--- config.mk ---
export PLATFORM = sky130hd
export DESIGN_NAME = multicore_pixel_filter_master
export DESIGN_NICKNAME = d
export VERILOG_FILES = /design/src/rtl/multicore_pixel_filter_master.sv
export SDC_FILE = /design/constraint.sdc
export NUM_CORES = 1
export LEC_CHECK = 0
export ABC_CLOCK_PERIOD_IN_PS = 9000
export BUFFER_PORTS_ARGS = -buffer_cell sky130_fd_sc_hd__buf_4
export CELL_PAD_IN_SITES_DETAIL_PLACEMENT = 1
export CELL_PAD_IN_SITES_GLOBAL_PLACEMENT = 1
export CORE_MARGIN = 10
export CORE_UTILIZATION = 45
export DETAILED_ROUTE_END_ITERATION = 16
export MAX_ROUTING_LAYER = met4
export PLACE_DENSITY = 0.87
export SLEW_MARGIN = 10
export SYNTH_ARGS = -nofsm -noshare
export SYNTH_HDL_FRONTEND = slang
export SYNTH_SLANG_ARGS = --single-unit
--- constraint.sdc ---
create_clock -name clk -period 9 [get_ports clk]
set_input_delay 0.9 -clock clk [delete_from_list [all_inputs] [get_ports clk]]
set_output_delay 0.9 -clock clk [all_outputs]
set_load 0.02 [all_outputs]
--- src/rtl/multicore_pixel_filter_master.sv ---
// Avalon-MM master that filters a block of packed 4x8-bit pixel words in the on-chip RAM.
// Optional `PIXEL_FILTER_DEST_EN adds a dst_base port so results can land in a separate region.
module multicore_pixel_filter_master #(
    parameter int ADDR_W = 10,
    parameter int DATA_W = 32
) (
    input  logic              clk,
    input  logic              reset,
    input  logic              start,
    input  logic [ADDR_W-1:0] src_base,
`ifdef PIXEL_FILTER_DEST_EN
    input  logic [ADDR_W-1:0] dst_base,
`endif
    input  logic [ADDR_W:0]   word_count,
    input  logic [1:0]        mode,
    input  logic [7:0]        param,
    output logic              busy,
    output logic              done,
    output logic [ADDR_W-1:0] ram_address,
    output logic              ram_chipselect,
    output logic              ram_write,
    output logic [3:0]        ram_byteenable,
    output logic [DATA_W-1:0] ram_writedata,
    output logic              ram_clken,
    input  logic [DATA_W-1:0] ram_readdata
);

    localparam int NPIX = DATA_W / 8;

    localparam logic [1:0] MODE_COPY   = 2'd0;
    localparam logic [1:0] MODE_INVERT = 2'd1;
    localparam logic [1:0] MODE_THRESH = 2'd2;
    localparam logic [1:0] MODE_BRIGHT = 2'd3;

    typedef enum logic [2:0] {
        S_IDLE,
        S_READ,
        S_WAIT,
        S_WRITE,
        S_DONE
    } state_t;

    state_t            state_reg;
    logic [ADDR_W-1:0] src_base_reg;
    logic [ADDR_W-1:0] dst_base_reg;
    logic [ADDR_W:0]   count_reg;
    logic [1:0]        mode_reg;
    logic [7:0]        param_reg;
    logic [ADDR_W:0]   idx_reg;
    logic [ADDR_W:0]   idx_next;
    logic [ADDR_W-1:0] src_addr_next;
    logic [ADDR_W-1:0] dst_addr;
    logic [DATA_W-1:0] filtered_word;

    assign ram_byteenable = 4'hF;
    assign ram_clken      = 1'b1;

    // Address sums are ADDR_W bits wide so they wrap modulo the RAM depth for free.
    assign idx_next      = idx_reg + (ADDR_W + 1)'(1);
    assign src_addr_next = src_base_reg + idx_next[ADDR_W-1:0];
    assign dst_addr      = dst_base_reg + idx_reg[ADDR_W-1:0];

    // Filter operates straight off the RAM q so the result is registered at the WAIT edge.
    genvar gi;
    generate
        for (gi = 0; gi < NPIX; gi++) begin : g_pix
            logic [7:0] pix;
            logic [8:0] sum;
            logic [7:0] pix_out;

            assign pix = ram_readdata[gi*8 +: 8];
            assign sum = {1'b0, pix} + {1'b0, param_reg};

            always_comb begin
                pix_out = pix;
                case (mode_reg)
                    MODE_COPY:   pix_out = pix;
                    MODE_INVERT: pix_out = ~pix;
                    MODE_THRESH: pix_out = (pix >= param_reg) ? 8'hFF : 8'h00;
                    MODE_BRIGHT: pix_out = sum[8] ? 8'hFF : sum[7:0];
                    default:     pix_out = pix;
                endcase
            end

            assign filtered_word[gi*8 +: 8] = pix_out;
        end
    endgenerate

    always_ff @(posedge clk) begin
        if (reset) begin
            state_reg      <= S_IDLE;
            busy           <= 1'b0;
            done           <= 1'b0;
            ram_chipselect <= 1'b0;
            ram_write      <= 1'b0;
            ram_address    <= '0;
            ram_writedata  <= '0;
            src_base_reg   <= '0;
            dst_base_reg   <= '0;
            count_reg      <= '0;
            mode_reg       <= MODE_COPY;
            param_reg      <= '0;
            idx_reg        <= '0;
        end else begin
            done <= 1'b0;
            case (state_reg)
                S_IDLE: begin
                    if (start) begin
                        src_base_reg <= src_base;
`ifdef PIXEL_FILTER_DEST_EN
                        dst_base_reg <= dst_base;
`else
                        dst_base_reg <= src_base;
`endif
                        count_reg    <= word_count;
                        mode_reg     <= mode;
                        param_reg    <= param;
                        idx_reg      <= '0;
                        busy         <= 1'b1;
                        if (word_count != '0) begin
                            state_reg      <= S_READ;
                            ram_chipselect <= 1'b1;
                            ram_write      <= 1'b0;
                            ram_address    <= src_base;
                        end else begin
                            state_reg <= S_DONE;
                            done      <= 1'b1;
                        end
                    end
                end
                S_READ: begin
                    state_reg      <= S_WAIT;
                    ram_chipselect <= 1'b0;
                end
                S_WAIT: begin
                    state_reg      <= S_WRITE;
                    ram_chipselect <= 1'b1;
                    ram_write      <= 1'b1;
                    ram_address    <= dst_addr;
                    ram_writedata  <= filtered_word;
                end
                S_WRITE: begin
                    ram_write <= 1'b0;
                    if (idx_next < count_reg) begin
                        idx_reg        <= idx_next;
                        state_reg      <= S_READ;
                        ram_chipselect <= 1'b1;
                        ram_address    <= src_addr_next;
                    end else begin
                        state_reg      <= S_DONE;
                        ram_chipselect <= 1'b0;
                        done           <= 1'b1;
                    end
                end
                S_DONE: begin
                    state_reg <= S_IDLE;
                    busy      <= 1'b0;
                end
                default: begin
                    state_reg      <= S_IDLE;
                    busy           <= 1'b0;
                    ram_chipselect <= 1'b0;
                    ram_write      <= 1'b0;
                end
            endcase
        end
    end

endmodule

# --- After elaboration in Yosys (flattened, before gate mapping) ---
# Index checks and enable logic that the tools add are counted.
word_totals:
  ff_bits: 91
op_classes:
  magnitude_cmp: 5
  bitwise: 7
  n_addsub: 7
  eq_ne: 10
  reduce_logical: 13
  muxes: 36
op_table:
  columns: ["operator", "count"]
  rows:
  - ["8-bit one-hot mux with 4 select lines", 4]
  - ["8-bit two-way mux", 8]
  - ["8-bit by 8-bit adder with 9-bit output", 4]
  - ["8-bit >= comparator", 4]
  - ["8-bit NOT", 4]
  - ["10-bit two-way mux", 3]
  - ["10-bit one-hot mux with 3 select lines", 1]
  - ["11-bit two-way mux", 2]
  - ["11-bit one-hot mux with 2 select lines", 1]
  - ["10-bit adder", 2]
  - ["3-bit one-hot mux with 4 select lines", 1]
  - ["11-bit by 1-bit adder with 11-bit output (second input constant)", 1]
  - ["11-bit < comparator", 1]
  - ["11-bit nonzero test", 1]
  - ["1-bit two-way mux", 9]
  - ["3-bit two-way mux", 3]
  - ["3-bit AND reduction", 3]
  - ["3-bit by 2-bit == test with 1-bit output (second input constant)", 2]
  - ["2-bit != test (second input constant)", 3]
  - ["2-bit == test (second input constant)", 2]
  - ["1-bit one-hot mux with 2 select lines", 2]
  - ["1-bit one-hot mux with 4 select lines", 1]
  - ["2-bit AND reduction", 2]
  - ["4-bit AND reduction", 1]
  - ["other kinds (11)", 13]

# --- Logic depth before layout (Yosys ltp) ---
logic_depth:
  depth_word: 4
  ltp_mapped: 17
  mapped_depth_nobuf: 14

# --- Worst setup path before layout ---
# OpenSTA, ideal clock, no wires.
synth_timing:
  path_type: "reg-to-reg"
  startpoint: "register state_reg[1]"
  endpoint: "register ram_address[6]"
  setup_time_ns: 0.081
  n_path_buf: 3
  required_time_ns: 8.919
  arrival_ns: 2.966
  path_stages_with_launch: 17
  setup_slack_ns: 5.954
  synth_period_minus_slack_ns: 3.046
  cell_sequence: "dfxtp_1 buf_4 nor2b_1 buf_2 nand2_1 inv_1 buf_2 ha_1 inv_1 ha_1 inv_1 fa_1 nor2b_1 o31a_1 o21ai_0 a211o_1 a41oi_1"
synth_between:
  elab_chain_len: 3
  elab_cells_between_ends: 9
  cone_classes: "eq/ne: 5; mux: 1; reduce/logical: 3"
synth_lines:
  columns: ["element", "line_no", "source"]
  rows:
  - ["start, declared", "43", "state_t state_reg;"]
  - ["start signal, assigned", "91", "state_reg <= S_IDLE;"]
  - ["start signal, assigned", "121", "state_reg <= S_READ;"]
  - ["start signal, assigned", "126", "state_reg <= S_DONE;"]
  - ["3-bit by 2-bit == test with 1-bit output / 3-bit logical NOT (equally long branches)", "106", "case (state_reg)"]
  - ["2-bit != test (no source line) / 3-bit nonzero test (equally long branches)", null, null]
  - ["4-bit AND reduction (no source line)", null, null]
  - ["end signal, assigned", "124", "ram_address <= src_base;"]
  - ["end signal, assigned", "139", "ram_address <= dst_addr;"]
  - ["end signal, assigned", "148", "ram_address <= src_addr_next;"]
  - ["end, declared", "19", "output logic [ADDR_W-1:0] ram_address,"]
# Several ways; a longest one is shown, not always the timed one.
# A chain may end at the register's enable or synchronous reset.

# --- Worst setup path after layout ---
layout_timing:
  startpoint: "register state_reg[1]"
  endpoint: "register ram_address[8]"
# The elaborated chain is that of the path after synthesis.

==> flow_metrics.py <==
metrics = {
    "sta": {
        "finalSetupTns_ps": 0,
        "fin_crit_ps": 4140,
        "setup_viol": 0,
        "skew_ps": 7.74,
        "hold_viol_final": 0,
        "slew_viol_final": 0,
        "fmax_mhz": 241,
        "setup_slack_ps": 4860,
        "period_share_pct": 46.0,
        "rsz0062_at_grt": "no",
        "relSlewSlack_pct": 37.4,
        "worst_pin_slew_ps": 935,
        "worst_hold_slack_ps": 461,
    },
    "detailed_routing": {
        "vias": 7725,
        "drtAntennaViolNets": 0,
        "drtIter0Drc": 565,
        "drc": 0,
        "vias_per_cell": 6.09,
        "firstDrtPassIters": 5,
        "wl_per_cell_um": 20.9,
        "drt-total-wl_um": 26500,
    },
    "yosys": {
        "ys_seq_area_share_pct": 24.6,
        "yosysTopAreaCell": "dfxtp_1",
        "synth-edff-count": 0,
        "synth_cell_types": 71,
        "synth_compound_area_share_pct": 26.5,
        "synthesis.area_sq_um": 7420,
        "synth-xor-area-share_pct": 3.78,
        "synthCells": 971,
        "synthTopCellsByArea": "dfxtp_1 25%, ha_1 14%, a21oi_1 6.1%, nand2_1 6.1%, nor2_1 4.2%",
        "synth_top_family_by_area": "compound AO/OA/AOI/OAI gates",
        "synth-seq-cells": 91,
        "async_flop_share_pct": 0,
        "syn_area_per_cell_sq_um": 7.64,
        "synth_top_area_share_pct": 24.6,
        "synthMuxAreaShare_pct": 0.827,
        "synthAdderAreaFrac_pct": 15.7,
        "yosys.area_share.simple_pct": 22.0,
        "synth-main-ff-cell": "dfxtp_1",
        "yosysWarnings": 0,
    },
    "clocking": {
        "cts_root_buffer": "clkbuf_16",
        "cts_resized": 0,
        "numClockSinks": 91,
        "post_cts_buffers": 0,
        "clockBufferDepth": 2,
        "htree_levels": 3,
        "clkTransAtPathRegs_ps": 70,
        "holdBufCountCts": 0,
        "cts_tree": "done",
        "clk_latency_ps": 360,
        "cts_buffers": 9,
    },
    "placement": {
        "post-place-ws_ps": 4950,
        "place_area_sq_um": 8330,
        "io_buffers": 111,
        "dp_hpwl_um": 19500,
        "place.gp.congestion": 0.910,
    },
    "floorplan": {
        "start_util_pct": 46.3,
        "num_io_pins": 117,
        "die_w_um": 148,
        "core_area_sq_um": 16000,
        "die_area_sq_um": 22000,
        "fp.dieH_um": 148,
        "rows": 46,
    },
    "job": {
        "maxCapViolCount": 0,
    },
    "finish": {
        "final_area_sq_um": 8640,
        "utilization_pct": 54.0,
        "area_growth_pct": 16.5,
        "regArea_sq_um": 1820,
        "final_nets": 1203,
        "multi_input_area_sq_um": 5120,
        "n_antenna_cell": 0,
        "largest_reg_flops": 32,
        "drive_gt1_share_pct": 14.7,
        "n_fill_cell": 2056,
    },
    "worst_setup_path": {
        "path_max_fanout": 13,
        "cp-start-kind": "register",
        "cp.arrival_ps": 4360,
        "endpoint_kind": "register",
        "path_class": "reg2reg",
        "crit_required_ps": 9220,
    },
    "pwr": {
        "power_switching_uw": 615,
        "switching_share_pct": 40.6,
        "p_leak_uw": 0.00382,
        "ir_worst_vdd_v": 0.000114,
        "p_comb_share_pct": 38.8,
        "p_clk_share_pct": 27.6,
        "power_density_nw_per_um2": 175,
        "pwr-share-seq_pct": 33.6,
        "intPower_uw": 900,
    },
    "worst_hold_path": {
        "hold_path_class": "reg2reg",
    },
    "grt": {
        "grt_pass1_vias": 8159,
        "grt_usage_pct": 24.2,
        "grt_first_pass_wirelength_um": 42400,
        "antenna_found_initial": 0,
        "grt_max_degree": 66,
        "overflow": 0,
    },
    "status": {
        "status": "complete, no violations",
    },
}
==> cells by family after synthesis <==
kind of cell / count (synthesis)
AND/OR/NAND/NOR: 344
AO/OA/AOI/OAI: 289
buffers and inverters: 118
flip-flops: 91
adder cells (fa/ha/maj): 90
XOR/XNOR: 32
multiplexers: 6
other: 1
==> metal layers <==
layer / vias to the layer above / track usage, % / share of wire [%]
met5: - / - / 0
met4: 0 / 11.0 / 3.5
met3: 67 / 3.46 / 5.6
met2: 275 / 40.9 / 49
met1: 3759 / 27.9 / 42
li1: 3624 / - / -
==> layout make-up <==
type                            count  share of cell area [%]
Clock buffer                       10                    2.77
Multi-Input combinational cell    766                    59.3
Tap cell                          216                    3.13
Timing Repair Buffer              118                    10.3
Clock inverter                      6                   0.840
Sequential cell                    91                    21.1
Inverter                           61                    2.65
==> worst max-delay path, cell delays in order, from the launching register on <==
cell      delay [ps]
dfxtp_1          540
nor2b_1          610
nand2_1          370
inv_1            410
ha_1             320
inv_1             70
ha_1             180
inv_1             70
fa_1             390
nor2b_1          220
o31a_1           190
o21ai_0          150
a21oi_1          200
xnor2_1          140
o221ai_1         140
==> through the flow <==
step,total power (uW),instances
2_1_floorplan,882,975
3_3_place_gp,1080,1252
3_5_place_dp,1100,1252
4_1_cts,1510,1268
5_1_grt,1600,1268
6_report,1520,1268
==> Yosys cell counts, drive strengths merged, types with 5 or more instances <==
cell type	instances
a211o	5
a211oi	15
a21o	17
a21oi	93
a221o	8
a22o	9
a311oi	7
a41o	8
and3	6
buf	24
clkbuf	33
dfxtp	91
fa	5
ha	85
inv	61
mux2i	5
nand2	121
nand2b	17
nand3	18
nand4	16
nor2	83
nor2b	13
nor3	33
nor4	9
o211ai	14
o21ai	51
o21bai	9
o221ai	11
o31ai	7
or2	5
or3	6
xnor2	21
xor2	11
==> power groups by stage <==
stage	sequential, uW	combinational, uW	clock (uW)
final	510	588	418
after global routing	516	645	436
after CTS	509	586	420
after detailed placement	517	578	0
after global placement	516	562	0
after floorplan	538	344	0
==> layout by cell type, fill, tap and decap left out, types with 11 or more instances in the layout <==
| cell type | synthesis | routed |
|---|---|---|
| a21oi_1 | 91 | 91 |
| xnor2_1 | 21 | 21 |
| nor3_1 | 32 | 32 |
| nand2_1 | 121 | 121 |
| nand4_1 | 16 | 16 |
| nand2b_1 | 17 | 17 |
| nor2_1 | 82 | 81 |
| o211ai_1 | 12 | 12 |
| buf_4 | 9 | 118 |
| nor2b_1 | 13 | 13 |
| a21o_1 | 17 | 17 |
| inv_1 | 61 | 61 |
| dfxtp_1 | 91 | 91 |
| nand3_1 | 18 | 18 |
| o21ai_0 | 49 | 49 |
| ha_1 | 85 | 85 |
| o221ai_1 | 11 | 11 |
| xor2_1 | 11 | 11 |
| a211oi_1 | 14 | 14 |
==> path summary, 6_finish.rpt <==
| kind | start | to | slack (ps) | cells after the start |
|---|---|---|---|---|
| max | state_reg[1] | ram_address[8] | 4860 | 14 |
| min | count_reg[7] | count_reg[7] | 460 | 2 |
| max reg2reg | state_reg[1] | ram_address[8] | 4860 | 14 |
| min reg2reg | count_reg[7] | count_reg[7] | 460 | 2 |
No activity file was read; power rests on OpenSTA's default activity.
